==> config.mk <==
export PLATFORM = sky130hd
export DESIGN_NAME = hazard_ctrl
export DESIGN_NICKNAME = d
export VERILOG_FILES = /design/src/rtl/hazard_ctrl_pkg.sv /design/src/rtl/hazard_ctrl_sat_counter.sv /design/src/rtl/hazard_ctrl.sv
export SDC_FILE = /design/constraint.sdc
export NUM_CORES = 1
export LEC_CHECK = 0
export ABC_CLOCK_PERIOD_IN_PS = 2700
export CORE_UTILIZATION = 40
export CTS_CLUSTER_SIZE = 28
export DETAILED_ROUTE_END_ITERATION = 10
export GPL_TIMING_DRIVEN = 1
export PLACE_DENSITY = 0.69
export SLEW_MARGIN = 30
export SYNTH_ARGS = -nofsm -noshare
export SYNTH_HDL_FRONTEND = slang
export SYNTH_SLANG_ARGS = --single-unit
==> constraint.sdc <==
create_clock -name clk -period 2.7 [get_ports clk]
set_input_delay 0.27 -clock clk [delete_from_list [all_inputs] [get_ports clk]]
set_output_delay 0.27 -clock clk [all_outputs]
set_load 0.01 [all_outputs]
==> src/rtl/hazard_ctrl_pkg.sv <==
// hazard_ctrl_pkg: shared state and PC-source encodings for the pipeline hazard controller
package hazard_ctrl_pkg;
    localparam logic [1:0] ST_RUN   = 2'd0;
    localparam logic [1:0] ST_MWAIT = 2'd1;
    localparam logic [1:0] ST_FLUSH = 2'd2;
    localparam logic [1:0] RS_SEQ   = 2'd0;
    localparam logic [1:0] RS_BR    = 2'd1;
    localparam logic [1:0] RS_EXC   = 2'd2;
endpackage

==> src/rtl/hazard_ctrl_sat_counter.sv <==
// sat_counter: saturating up-counter, clk/rst/inc in, cnt out, sticks at all-ones
module sat_counter #(
    parameter int CNT_W = 32
) (
    input  logic             clk,
    input  logic             rst,
    input  logic             inc,
    output logic [CNT_W-1:0] cnt
);
    always_ff @(posedge clk)
        cnt <= rst ? '0 : (inc && !(&cnt)) ? cnt + 1'b1 : cnt;
endmodule

==> src/rtl/hazard_ctrl.sv <==
// hazard_ctrl: per-latch hold/flush, PC source select and stall counters from load-use, mem-busy, interrupt and branch events
module hazard_ctrl
    import hazard_ctrl_pkg::*;
#(
    parameter int CNT_W = 32
) (
    input  logic             clk,
    input  logic             rst,
    input  logic             LoadUse,
    input  logic             MemBusy,
    input  logic             IntReq,
    input  logic             BranchTaken,
    output logic             PCHold,
    output logic             IFIDHold,
    output logic             IDEXHold,
    output logic             EXMEMHold,
    output logic             IFIDFlush,
    output logic             IDEXFlush,
    output logic             EXMEMFlush,
    output logic             MEMWBFlush,
    output logic [1:0]       RedirectSel,
    output logic [CNT_W-1:0] StallCount,
    output logic [CNT_W-1:0] LoadUseCount,
    output logic [1:0]       State
);
    logic [1:0] st, nxt;
    logic       ev_int, ev_mem, ev_lu, ev_br, in_flush;
    // MWAIT reacts to inputs exactly like RUN once priority is applied; only FLUSH adds the stale-fetch kill
    assign ev_int   = IntReq;
    assign ev_mem   = !IntReq && MemBusy;
    assign ev_lu    = !IntReq && !MemBusy && LoadUse;
    assign ev_br    = !IntReq && !MemBusy && !LoadUse && BranchTaken;
    assign in_flush = st == ST_FLUSH;
    assign State    = st;
    always_ff @(posedge clk)
        st <= rst ? ST_RUN : nxt;
    always_comb
        nxt = (ev_int || ev_br) ? ST_FLUSH : ev_mem ? ST_MWAIT : ST_RUN;
    always_comb begin
        PCHold      = !rst && (ev_mem || ev_lu);
        IFIDFlush   = rst || ev_int || ev_br || in_flush;
        IFIDHold    = !IFIDFlush && (ev_mem || ev_lu);
        IDEXHold    = !rst && (ev_mem || ev_lu);
        EXMEMHold   = !rst && ev_mem;
        IDEXFlush   = rst || ev_int || ev_br;
        EXMEMFlush  = rst || ev_int || ev_lu;
        MEMWBFlush  = rst || ev_mem;
        RedirectSel = rst ? RS_SEQ : ev_int ? RS_EXC : ev_br ? RS_BR : RS_SEQ;
    end
    sat_counter #(.CNT_W(CNT_W)) u_stall (.clk(clk), .rst(rst), .inc(PCHold), .cnt(StallCount));
    sat_counter #(.CNT_W(CNT_W)) u_lu    (.clk(clk), .rst(rst), .inc(ev_lu),  .cnt(LoadUseCount));
endmodule

==> reports/qor.csv, run 1 <==
metric,value,unit
RSZ-0062 raised after global routing,no,
multi-input logic area,1950,sq um
worst hold path class,primary input to register,
fin nets,506,
worst-path maximum fanout,7,
Hold Fails Final Rpt,0,
internal cell power,1.68,mW
Peak supply drop,0.000277,V
Initial Utilization,41.2,%
ys flop type,dfxtp_1,
Setup crit start,IntReq,
DRT iter0 DRCs,110,
RePlAce Congestion,0.829,
Die Area,8840,sq um
vias in the first global route,3136,
"top cells by area, synth","dfxtp_1 39%, a21oi_1 6.1%, o31ai_1 4.2%",
number of distinct library cells after synthesis,50,
Pleak,1.42,nW
clk_skew,0.0103,ns
Comb pwr share,4.4,%
Synth Warn #,0,
CTS Buffer Depth,2,
setup TNS,0,ns
syn nets,420,
Hold Slack,0.232,ns
Vias/cell,5.92,
Num CTS Buffers,9,
largest net degree at the start of global routing,57,
post-synthesis to final-layout area growth,36.0,%
"EDFF count, synth",0,
WP data required,2.43,ns
I/O pin total,82,
fillcell total,772,
Synth top area share,39.0,%
Synth area leader,dfxtp_1,
status,completed,
switching power,0.444,mW
crit end category,output port,
initial antenna violation count,0,
Post-synth ARST share,0,%
Final Power,2.13,mW
Total GRT Usage,21.9,%
chip height,94.0,microns
share of cells above drive strength 1,9.34,%
Sequential Power Share,46.1,%
clock latency on the worst-skew pair,0.34,ns
first-pass GRT wire length,15100,microns
"flops & latches, synth",66,
total grt overflow,0,
final setup vio count,0,
hold_sp,rst,
Max Slew Vio Count,0,
Core Region,8220,sq um
diode count,0,
post-CTS setup buffers,0,
Clock transition at path regs,0.07,ns
Root Buffer,clkbuf_8,
post-CTS sizing,0,
maxcap violations,0,
worst path arrival time,2.04,ns
Period minus WS final,2.31,ns
register area,1320,sq um
I/O Buffers,81,
register area share after synthesis,39.0,%
r2r startpoint,u_lu.cnt[18],
H-tree depth,3,
via count,3601,
slew margin rel.,58.6,%
Final HPWL DP,6600,microns
Tcrit/Tclk final,85.7,%
chip width,94.0,microns
drt first pass iters,4,
Clock power frac,49.5,%
Routed WL,9430,microns
hold_buf cts,0,
CTS tree,yes,
area of the mapped netlist,3390,sq um
Worst setup SP type,primary input,
worst setup margin,0.386,ns
power density cells,462,nW/um^2
kind of critical path,primary input to output port,
f_max,432,MHz
clk sinks,66,
drt drc,0,
antenna violation net count after detailed routing,0,
wire per inst,15.5,microns
DP Worst Slack,0.114,ns
Syn Area/Cell,8.22,sq um
Gate Count Post-Synth,412,
Worst Tran Pin Value,0.616,ns
Net Sw Frac,20.9,%
# rows,33,
-- worst paths after layout --
check | endpoint | slack, ns | cells after the start
worst min-delay path | u_lu.cnt[18] | 0.23 | 2
worst max register to register | u_lu.cnt[13] | 0.42 | 6
worst max-delay path | PCHold | 0.39 | 7
worst min register to register | u_lu.cnt[21] | 0.50 | 2
-- Yosys cell counts (2+ instances only) --
library cell / instances
a31oi_1: 2
buf_2: 4
mux2_2: 6
o41ai_1: 3
nor3_1: 9
and2_1: 5
or2_2: 4
nor2b_1: 7
nand3b_1: 2
o2111ai_1: 2
ha_1: 2
nand2b_1: 2
o21a_1: 7
nor4b_1: 2
or4_1: 18
nand2_1: 37
or3_1: 21
and3_1: 2
o31ai_1: 19
o21ai_0: 21
nand3_1: 22
o211ai_1: 3
o311ai_0: 3
o31a_1: 5
dfxtp_1: 66
clkbuf_1: 14
nand4_1: 18
inv_1: 6
xor2_1: 3
and4_1: 7
a21oi_1: 41
nor4_1: 9
nor2_1: 23
-- power by group through the flow --
stage / Clock [mW] / Combinational [mW] / Sequential, mW
finish: 1.05 / 0.0938 / 0.982
global route: 1.11 / 0.102 / 0.982
CTS: 1.07 / 0.0945 / 0.981
detailed placement: 0 / 0.0939 / 1.00
global placement: 0 / 0.0932 / 1.00
floorplan: 0 / 0.0424 / 1.01
-- cell usage in the layout (no fill, tap or decap), types with 19 or more instances in the layout --
| cell | count |
|---|---|
| a21oi_1 | 41 |
| o21ai_0 | 21 |
| o31ai_1 | 19 |
| dfxtp_1 | 66 |
| or3_1 | 21 |
| nand2_1 | 37 |
| clkdlybuf4s50_1 | 80 |
| nand3_1 | 22 |
| nor2_1 | 23 |
-- worst max-delay path, cell delays in order --
cell and delay, ns:
clkdlybuf4s50_1 0.42, buf_4 0.16, nor2_2 0.12, buf_4 0.16
o21ai_0 0.21, inv_1 0.14, clkdlybuf4s50_1 0.55
-- area by class of cell --
cell class | count | area share (%)
timing repair buffer | 96 | 20.2
clock inverter | 4 | 2.12
tap | 105 | 2.85
clock buffer | 12 | 3.37
inverter | 6 | 0.489
sequential | 66 | 28.7
multi-input combinational | 319 | 42.3
-- registers in the layout, summed over array words and instances (netlist names) --
| signal | flops |
|---|---|
| State | 2 |
| u_stall.cnt | 32 |
| u_lu.cnt | 32 |
-- through the flow --
stage | cell area [sq um] | utilization, % | instances
after floorplan | 3390 | - | 412
final | 4610 | 56.1 | 608
after global placement | 4360 | 53.0 | 592
after global routing | 4610 | 56.1 | 608
after CTS | 4610 | 56.1 | 608
after detailed placement | 4360 | 53.0 | 592
-- kinds of logic after synthesis --
| group | count (synthesis) | synth area share, % |
|---|---|---|
| simple gates | 195 | 32.8 |
| compound gates | 111 | 20.6 |
| flops | 66 | 39.0 |
| buf+inv | 27 | 3.47 |
| mux | 7 | 2.29 |
| xor+xnor | 4 | 1.03 |
| fa+ha+maj | 2 | 0.738 |
-- metal layers --
metal	global-route usage, %	vias up	part of all wire, %	wire length, microns
met5	0	-	0	0
met1	27.7	1709	44	4140
met4	8.21	0	1.6	155
li1	-	1755	-	-
met2	36.6	121	47	4470
met3	4.05	16	7.1	673
No activity file was read; power rests on OpenSTA's default activity.
==> inputs of run 2 (changes only) <==
CORE_MARGIN = 2   (was unset)
==> reports/qor.csv, run 2 (synthesis results as in run 1) <==
metric,value,unit,change
worst hold path class,primary input to register,,unchanged
I/O Buffers,81,,unchanged
Crit path top cell by count,clkdlybuf4s50_1,,
most frequent cells in the layout,"80 x clkdlybuf4s50_1, 66 x dfxtp_1, 41 x a21oi_1",,unchanged
Final HPWL DP,6740,microns,was 6600 microns
first-pass GRT wire length,15100,microns,about the same
Final Power,1.86,mW,was 2.13 mW
FF-to-FF setup slack,0.40,ns,was 0.42 ns
multi-input logic area,1950,sq um,unchanged
post-CTS sizing,0,,unchanged
final setup vio count,0,,unchanged
CTS Buffer Depth,2,,unchanged
Period minus WS final,2.33,ns,was 2.31 ns
Routed WL,9400,microns,was 9430 microns
fillcell total,786,,was 772
power density cells,411,nW/um^2,was 462 nW/um^2
Hold EP,u_stall.cnt[27],,was u_lu.cnt[18]
Worst Tran Pin Value,0.602,ns,was 0.616 ns
R2R Path End,u_lu.cnt[13],,unchanged
clock latency on the worst-skew pair,0.35,ns,was 0.34 ns
Worst setup SP type,primary input,,unchanged
Vias/cell,5.88,,was 5.92
clk sinks,66,,unchanged
hold_sp,rst,,unchanged
"commonest non-fill, non-tap cell in the layout",clkdlybuf4s50_1,,unchanged
drt first pass iters,5,,was 4
initial antenna violation count,0,,unchanged
Die Area,9220,sq um,was 8840 sq um
Clock power frac,42.1,%,was 49.5%
reg2reg path depth,6,,unchanged
chip height,96.0,microns,was 94.0 microns
chip width,96.0,microns,was 94.0 microns
hold depth,2,,unchanged
crit end category,output port,,unchanged
RePlAce Congestion,0.895,,was 0.829
# rows,33,,unchanged
post-synthesis to final-layout area growth,33.3,%,was 36.0%
Hold Fails Final Rpt,0,,unchanged
share of cells above drive strength 1,8.98,%,was 9.34%
largest net degree at the start of global routing,30,,was 57
RSZ-0062 raised after global routing,no,,unchanged
register area,1320,sq um,unchanged
worst-path maximum fanout,7,,unchanged
I/O pin total,82,,unchanged
post-CTS setup buffers,0,,unchanged
WP data required,2.43,ns,about the same
diode count,0,,unchanged
worst-path cell chain,clkdlybuf4s50_1 -> nor2_1 -> nand2_1 -> nor3_1 -> clkdlybuf4s50_1,,was clkdlybuf4s50_1 -> buf_4 -> nor2_2 -> buf_4 -> o21ai_0 -> inv_1 -> clkdlybuf4s50_1
maxcap violations,0,,unchanged
CP max stage cell,clkdlybuf4s50_1,,unchanged
slew margin rel.,59.4,%,was 58.6%
Initial Utilization,41.2,%,unchanged
Core Region,8220,sq um,unchanged
CTS tree,yes,,unchanged
Max stage delay on crit path,0.59,ns,was 0.55 ns
f_max,429,MHz,was 432 MHz
DRT iter0 DRCs,125,,was 110
clk_skew,0.0146,ns,was 0.0103 ns
vias in the first global route,3127,,was 3136
Net Sw Frac,23.0,%,was 20.9%
Peak supply drop,0.000226,V,was 0.000277 V
fin nets,506,,unchanged
switching power,0.427,mW,was 0.444 mW
Comb pwr share,5.0,%,was 4.4%
Num CTS Buffers,9,,unchanged
kind of critical path,primary input to output port,,unchanged
internal cell power,1.43,mW,was 1.68 mW
worst path arrival time,2.06,ns,was 2.04 ns
Root Buffer,clkbuf_8,,unchanged
Pleak,1.39,nW,was 1.42 nW
Tcrit/Tclk final,86.3,%,was 85.7%
Sequential Power Share,52.9,%,was 46.1%
Clock transition at path regs,0.06,ns,was 0.07 ns
wire per inst,15.5,microns,about the same
Total GRT Usage,21.1,%,was 21.9%
antenna violation net count after detailed routing,0,,unchanged
status,completed,,unchanged
setup TNS,0,ns,unchanged
r2r startpoint,u_lu.cnt[18],,unchanged
drt drc,0,,unchanged
hold_buf cts,0,,unchanged
total grt overflow,0,,unchanged
via count,3564,,was 3601
Hold Slack,0.261,ns,was 0.232 ns
H-tree depth,3,,unchanged
Max Slew Vio Count,0,,unchanged
run 2: changes by cell type in the layout (fill, tap and decap cells not counted), sizes merged:
cell and delta:
clkinv +3, bufinv -2, clkbuf -2, clkinvlp -1
run 2: worst max path at each step:
stage / start / to / cells after the start
5_1_grt: u_lu.cnt[18] / u_lu.cnt[13] / 6
6_report: MemBusy / RedirectSel[0] / 5
2_1_floorplan: u_stall.cnt[2] / u_stall.cnt[29] / 7
3_5_place_dp: MemBusy / u_lu.cnt[20] / 6
3_3_place_gp: MemBusy / u_lu.cnt[20] / 6
4_1_cts: MemBusy / RedirectSel[0] / 5
run 2: cell type report:
cell class | count | share of cell area (%)
repair buffers | 96 | 20.3
flip-flops and latches | 66 | 29.3
inverters | 6 | 0.499
clock inverters | 4 | 0.998
well taps | 105 | 2.91
multi-input cells | 319 | 43.2
clock buffers | 10 | 2.83
run 2: critical path: cells and delay by family:
| family | cells | cell delay [ns] |
|---|---|---|
| and+or+nand+nor | 3 | 0.68 |
| buffers and inverters | 2 | 1.10 |
run 2: per-stage QoR:
step | utilization (%) | cells | worst slack (ns) | area (sq um)
floorplan | - | 412 | 0.621 | 3390
global placement | 52.9 | 592 | 0.148 | 4340
detailed placement | 52.9 | 592 | 0.0650 | 4340
CTS | 55.0 | 606 | 0.332 | 4520
global route | 55.0 | 606 | 0.152 | 4520
finish | 55.0 | 606 | 0.371 | 4520
run 2: power by group through the flow:
stage	registers (mW)	clock network [mW]	logic, mW
after floorplan	1.01	0	0.0424
after global placement	1.00	0	0.0931
after detailed placement	1.00	0	0.0942
after CTS	0.982	0.801	0.0946
after global routing	0.982	0.850	0.101
final	0.982	0.782	0.0932
run 2: routing by layer:
metal	share of wire (%)	GRT usage, %	up-vias
li1	-	-	1749
met5	0	0	-
met2	48	35.1	111
met4	0.88	6.55	0
met3	7.8	6.42	7
met1	43	26.0	1697
